==> src/rtl/rf_plus_alu.sv <==
// Datapath slice of the multicycle core: 8 x 16-bit register file, ID/EXE
// operand buffer and a 16-bit add/subtract ALU producing C/Z/N.
module rf_plus_alu (
    input  logic        clk,
    input  logic        Reset,
    input  logic [15:0] Ins,
    input  logic [15:0] WBData,
    input  logic        WBRF,
    input  logic        WBresource,
    input  logic        RBresource,
    input  logic        OprandB,
    input  logic        LI,
    input  logic        Buff_IDEXE,
    input  logic        PSW_C,
    input  logic        ALUop,
    input  logic        Flag,
    output logic [7:0]  Rm,
    output logic [7:0]  Rd,
    output logic [15:0] OutR,
    output logic [15:0] IL_EXE,
    output logic [15:0] Sum,
    output logic        C,
    output logic        Z,
    output logic        N
);

    // 17-bit add/subtract; bit 16 is carry out for add, borrow out for subtract
    function automatic logic [16:0] alu_f(input logic [15:0] a,
                                          input logic [15:0] b,
                                          input logic        sub,
                                          input logic        cin);
        logic [16:0] r;
        if (sub)
            r = {1'b0, a} - {1'b0, b} - {16'b0, cin};
        else
            r = {1'b0, a} + {1'b0, b} + {16'b0, cin};
        return r;
    endfunction

    logic [15:0] regs [8];

    logic [2:0]  rd_idx;
    logic [2:0]  rm_idx;
    logic [2:0]  rb_idx;
    logic [15:0] data_a;
    logic [15:0] data_b;
    logic [15:0] wb_val;
    logic [15:0] exe_result;

    logic [15:0] opa_p1;
    logic [15:0] opb_p1;
    logic [15:0] il_p1;
    logic        lisel_p1;

    logic [16:0] alu_res;
    logic        cin;
    logic        unused_ins;

    assign unused_ins = ^Ins[15:11];

    assign rd_idx = Ins[10:8];
    assign rm_idx = Ins[7:5];
    assign rb_idx = RBresource ? Ins[10:8] : Ins[4:2];

    // Combinational read ports: after a write edge they already show the new value
    always_comb begin
        data_a = regs[rm_idx];
        data_b = regs[rb_idx];
    end

    assign OutR = data_a;
    assign Rm   = data_a[7:0];
    assign Rd   = regs[rd_idx][7:0];

    assign exe_result = lisel_p1 ? il_p1 : Sum;
    assign wb_val     = WBresource ? exe_result : WBData;

    // Register file write port; every register including R0 is writable
    always_ff @(posedge clk or negedge Reset) begin
        if (!Reset) begin
            for (int i = 0; i < 8; i++)
                regs[i] <= '0;
        end else if (WBRF) begin
            regs[rd_idx] <= wb_val;
        end
    end

    // ---- ID -> EXE boundary ----
    // Operand / immediate buffer; loads see pre-write register contents on a shared edge
    always_ff @(posedge clk or negedge Reset) begin
        if (!Reset) begin
            opa_p1 <= '0;
            opb_p1 <= '0;
            il_p1  <= '0;
        end else if (Buff_IDEXE) begin
            opa_p1 <= data_a;
            opb_p1 <= OprandB ? {11'b0, Ins[4:0]} : data_b;
            il_p1  <= LI ? {8'h00, Ins[7:0]} : {Ins[7:0], data_b[7:0]};
        end
    end

    // Result-source select: a buffer load arms the immediate path; the next
    // non-load edge (ALU EXE cycle, or the LHI/LLI write-back edge which still
    // samples the armed value) returns the write-back source to the ALU sum
    always_ff @(posedge clk or negedge Reset) begin
        if (!Reset)
            lisel_p1 <= 1'b0;
        else
            lisel_p1 <= Buff_IDEXE;
    end

    // ---- EXE (combinational from buffered operands) ----
    assign cin     = Flag & PSW_C;
    assign alu_res = alu_f(opa_p1, opb_p1, ALUop, cin);
    assign Sum     = alu_res[15:0];
    assign C       = alu_res[16];
    assign Z       = (alu_res[15:0] == 16'h0000);
    assign N       = alu_res[15];
    assign IL_EXE  = il_p1;

endmodule

==> config.mk <==
export PLATFORM = sky130hd
export DESIGN_NAME = rf_plus_alu
export DESIGN_NICKNAME = d
export VERILOG_FILES = /design/src/rtl/rf_plus_alu.sv
export SDC_FILE = /design/constraint.sdc
export NUM_CORES = 1
export LEC_CHECK = 0
export BUFFER_PORTS_ARGS = -buffer_cell sky130_fd_sc_hd__buf_2
export CELL_PAD_IN_SITES_DETAIL_PLACEMENT = 2
export CELL_PAD_IN_SITES_GLOBAL_PLACEMENT = 2
export CORE_MARGIN = 2
export CORE_UTILIZATION = 40
export CTS_BUF_LIST = sky130_fd_sc_hd__clkbuf_4
export DETAILED_ROUTE_END_ITERATION = 7
export GPL_TIMING_DRIVEN = 0
export PLACE_DENSITY = 0.88
export SYNTH_ARGS = -nofsm -noshare
export SYNTH_HDL_FRONTEND = slang
export SYNTH_SLANG_ARGS = --single-unit
export TNS_END_PERCENT = 30
==> constraint.sdc <==
create_clock -name clk -period 3.9 [get_ports clk]
set_clock_uncertainty 0.1 [all_clocks]
set_input_delay 0.195 -clock clk [delete_from_list [all_inputs] [get_ports clk]]
set_output_delay 0.195 -clock clk [all_outputs]
set_load 0.01 [all_outputs]
## After elaboration in Yosys (flattened, before gate mapping)

Index checks and enable logic that the tools add are counted.

| cells by class | value |
|---|---|
| bitwise logic cells | 4 |
| order comparisons | 4 |
| $add $sub $neg | 4 |
| muxes and demuxes | 18 |
| reduce and logical (&&, ||, !) cells | 2 |

Operators by type and width:

| kind | count |
|---|---|
| $bmux W16 S3 | 3 |
| $mux W16 | 9 |
| $bwmux W128 | 1 |
| $demux W16 S3 | 1 |
| $add A16 B16 Y17 | 1 |
| $add A17 B1 Y17 | 1 |
| $mux W17 | 1 |
| $sub A16 B16 Y17 | 1 |
| $sub A17 B1 Y17 | 1 |
| $logic_not A16 Y1 | 1 |
| $mux W8 | 2 |
| $ge A4 B4 Y1 const B | 3 |
| $not A3 Y4 | 3 |
| $lt A4 B1 Y1 const B | 1 |
| $mux W3 | 1 |
| $and A1 B1 Y1 | 1 |
| $logic_and A1 B1 Y1 | 1 |

| word-level totals | value |
|---|---|
| flip-flop bits (word level) | 177 |
| bits of input ports | 43 |
| word-level logic and storage cells | 44 |
| output and inout port bits | 67 |

## Longest topological paths before layout

| logic depth | value |
|---|---|
| depth in word-level cells | 6 |
| mapped depth | 13 |
| gate-level depth less buffers | 12 |

## Least setup slack after synthesis

No wires, ideal clock.

| timing | value |
|---|---|
| path kind | register to output |
| start point | register opa_p1[0] |
| end point | output port Z |
| path buffers | 0 |
| cell stages (with the launch flop) | 12 |
| data required time | 3605 ps |
| slack | 456 ps |
| arrival time | 3149 ps |
| cells stage by stage | dfrtp_1 inv_1 fa_1 fa_1 a21boi_2 nor2_1 xor2_1 mux2i_1 or4_1 or4_1 nor4b_2 and4b_1 |

| between the ends | value |
|---|---|
| word-level cells in the longest chain between the ends | 4 |
| elaborated cells on any way between the ends | 6 |
| those cells by class | add/sub (4); mux (1); reduce/logical (1) |

RTL lines:

| element | line | RTL |
|---|---|---|
| from (decl) | 50 | `logic [15:0] opa_p1;` |
| from (signal assigned) | 96 | `opa_p1 <= data_a;` |
| $add A16 B16 Y17 or $sub A16 B16 Y17 (tied branches) | 36, 34 |  |
| $add A17 B1 Y17 or $sub A17 B1 Y17 (tied branches) | 36, 34 |  |
| $mux W17 (*) | 33 | `if (sub)` |
| via Sum[4] | 21 | `output logic [15:0] Sum,` |
| $logic_not A16 Y1 (*) | 117 | `assign Z = (alu_res[15:0] == 16'h0000);` |
| to (decl) | 23 | `output logic Z,` |

Mark *: on every way through the listed nets, which the timed path passes. The rest lies on a longest branch.

## Worst setup path in the final report

| timing | value |
|---|---|
| start point | register opa_p1[3] |
| end point | output port Z |

| between the ends | value |
|---|---|
| word-level cells in the longest chain between the ends | 4 |
| elaborated cells on any way between the ends | 6 |
| those cells by class | add/sub (4); mux (1); reduce/logical (1) |

RTL lines:

| element | line |
|---|---|
| $add A16 B16 Y17 or $sub A16 B16 Y17 (tied branches) | 36, 34 |
| $add A17 B1 Y17 or $sub A17 B1 Y17 (tied branches) | 36, 34 |
| $mux W17 (*) | 33 |
| $logic_not A16 Y1 (*) | 117 |

Mark *: on every way between the ends. The rest lies on a longest branch, timed or not.

==> results.yml <==
sta:
  fmax_mhz: 225
  fin_crit_sh_pct: 114
  slew_headroom_pct: 25.5
  layout_setup_ws_ns: -0.538
  worst_pin_slew_ns: 1.12
  final_max_slew_viol_count: 0
  finalSetupViolations: 2
  period_needed_ns: 4.44
  holdWs_ns: 0.0415
  hold_viol: 0
  rsz0062_at_grt: "true"
setup_path:
  worstReg2RegStart: "opa_p1[4]"
  worst_ep_arrival_time_ns: 4.14
  critical_path.startpoint: "opa_p1[3]"
  critPathKind: "flop to output pin"
  worst_ep_required_time_ns: 3.61
  startpoint_type: "flop"
  crit_fanout: 5
  critPathCaptureType: "output pin"
grt:
  grtUsageTotal_pct: 33.3
  antenna_found_initial: 6
  met1_usage_pct: 38.6
  grt_overflow_total: 0
  grt_max_degree: 119
  use_met2_pct: 58.8
  grt_use_met3_pct: 7.46
  grt-busiest-layer: "met2"
  grt_pass1_vias: 11500
  grt_pass1_wl_um: 72100
synth:
  ys_types: 70
  yosysTopAreaCellShare_pct: 39.1
  ys_ff_latch: 177
  synth.area.top_cells: "dfrtp_1 (39%), mux4_2 (16%), nand2_1 (6.5%)"
  synth_async_sr_flop_share_pct: 100
  syn_area_mm2: 0.0113
  synth_edf_count: 0
  syn_avg_cell_area_um2: 10.2
  yosysWarningCount: 0
  synth_area_leader_cell: "dfrtp_1"
  post_synth_inst_count: 1116
  ys.flop_type: "dfrtp_1"
  syn_nets: 1208
  synth-seq-area-share_pct: 39.1
cells_and_area:
  n_fill_cell: 2914
  area_delta_synth_final_pct: 15.7
  fin_cells: 1659
  multi_input_area_mm2: 0.00653
  ff_latch_area_mm2: 0.00443
  drive_gt1_share_pct: 26.1
  finalNetCount: 1355
cts:
  clkLatencyLatePin_ns: 0.61
  clock_path_buffers: 2
  htreeDepth: 4
  clock-root-buffer: "clkbuf_4"
  path_clk_slew_ns: 0.17
  cts_tree: "built"
  clock-sinks: 177
  cts_made_buffers: 17
floorplan:
  core_mm2: 0.0279
  fp.dieArea_mm2: 0.0297
  die_h_um: 172
  rows: 61
  start_util_pct: 40.7
  ios: 110
  die-width_um: 172
routing:
  drc: 0
  firstDrtPassIters: 6
  drt_wl_total_um: 49700
  viasPerCell: 6.35
  drt_iter0_markers: 840
  ant_nets: 0
  via_count: 10500
  wl_per_cell_um: 30.0
power_and_ir_drop:
  p_clk_share_pct: 12.3
  p_sw_share_pct: 46.9
  combPwrFrac_pct: 56.0
  p_leak_uw: 0.00579
  p_int_uw: 4860
  ir_drop_v: 0.000235
  p_sw_uw: 4280
  seq_power_share_pct: 31.6
  power.density_mw_per_mm2: 696
place:
  place_ws_ns: -0.226
  dp_hpwl_um: 34500
  gp_congestion: 0.861
  place_inst: 1593
  io_buffer_count: 98
hold_path:
  hold_class: "input port to flop"
  min-delay-start: "WBData[14]"
status:
  violations: "negative setup slack"
  status: "finished with violations"
job:
  max-cap-violations: 0
==> cell families (layout without fill, tap and decap cells) <==
logic type / Yosys count / in the layout / synth area share (%)
AO/OA/AOI/OAI: 279 / 279 / 14.5
XOR/XNOR: 16 / 16 / 1.24
adder cells (fa/ha/maj): 49 / 49 / 5.67
buffers and inverters: 151 / 310 / 5.37
flip-flops: 177 / 177 / 39.1
multiplexers: 152 / 152 / 22.8
other: 0 / 6 / 0
AND/OR/NAND/NOR: 292 / 292 / 11.4
==> stage by stage <==
step / TNS, ns / instance area (µm²) / utilization, % / power (µW)
2_1_floorplan: 0 / 11300 / - / 5540
3_3_place_gp: -68.48 / 12300 / 44.2 / 6870
3_5_place_dp: -1.72 / 12300 / 44.3 / 7220
4_1_cts: -0.524 / 12900 / 46.3 / 8560
5_1_grt: -1.76 / 13100 / 47.1 / 9580
6_report: -0.570 / 13100 / 47.1 / 9140
==> critical path, cell delays in order (launching register included) <==
cell,delay [ns]
dfrtp_1,0.42
inv_1,0.11
ha_4,0.31
inv_1,0.07
ha_1,0.34
a21boi_2,0.19
nor2_1,0.15
xor2_1,0.20
mux2i_2,0.11
or4_4,0.45
or4_4,0.57
nor4b_4,0.24
and4b_1,0.23
buf_2,0.14
==> cells in the final DEF, fill, tap and decap left out, types with 5 or more instances in the layout <==
master         Yosys  final
nand2_1          196    195
dfrtp_1          177    177
o21ai_0          130    127
buf_2              7    104
mux4_2            80     80
inv_1             71     70
o21ai_1           54     52
clkbuf_1          53     52
ha_1              45     39
mux2_2            38     38
mux2i_1           33     30
nor2_1            28     28
buf_4              9     23
a21oi_1           22     20
clkbuf_4           0     19
dlygate4sd3_1      0     15
o22ai_1           13     12
xnor2_1           13     11
buf_1             10     10
nand3b_1          10     10
nand3_1            9      9
nand2b_1           8      8
nor3_1             7      7
o21ai_2            2      7
diode_2            0      6
o21a_1             6      6
or4_4              1      5
nand4_1            5      5
==> registers in the layout, indices dropped and copies added, names as in the netlist <==
register,count
opb_p1,16
regs,128
opa_p1,16
lisel_p1,1
IL_EXE,16
==> layout make-up <==
type / count / area share [%]
Inverter: 72 / 2.06
Buffer: 78 / 2.56
Tap cell: 378 / 3.60
Antenna cell: 6 / 0.114
Clock buffer: 19 / 1.09
Timing Repair Buffer: 129 / 6.06
Sequential cell: 177 / 33.8
Clock inverter: 12 / 1.02
Multi-Input combinational cell: 788 / 49.7
==> routing by layer <==
layer / wire [µm] / vias to the layer above
met4: 2190 / 0
met3: 3330 / 166
met5: 0 / -
met2: 25300 / 554
met1: 18900 / 5494
li1: - / 4325
==> power by group through the flow <==
stage / Combinational (µW) / Clock (µW) / Sequential (µW)
detailed placement: 4370 / 0 / 2840
global route: 5470 / 1190 / 2920
global placement: 4110 / 0 / 2760
finish: 5120 / 1130 / 2890
floorplan: 2890 / 0 / 2640
CTS: 4630 / 1120 / 2820
==> Yosys cell counts, drive strengths merged (9+ instances only) <==
cell type    n
buf         26
nand3b      10
nor2        28
mux2        38
dfrtp      177
a21oi       23
xnor2       13
inv         72
nand3        9
mux2i       34
nand2      196
ha          45
clkbuf      53
o21ai      186
mux4        80
o22ai       13
==> timing repair <==
item,in CTS,in global routing
endpoints found under the setup margin,33,34
buffers inserted,6,9
gates resized for setup,21,27
pin swaps,6,9
hold buffers,14,1
endpoints found under the hold margin,198,5
==> final timing paths <==
check	endpoint	slack, ns	depth (start not counted)
max in group asynchronous	IL_EXE[5]	2.18	4
worst min register to register	regs[104]	0.44	2
worst max-delay path	Z	-0.54	13
worst min-delay path	regs[126]	0.04	3
worst max register to register	regs[121]	0.13	13
min in group asynchronous	regs[42]	0.53	3
Note: power is estimated with default switching activity, not from simulation.
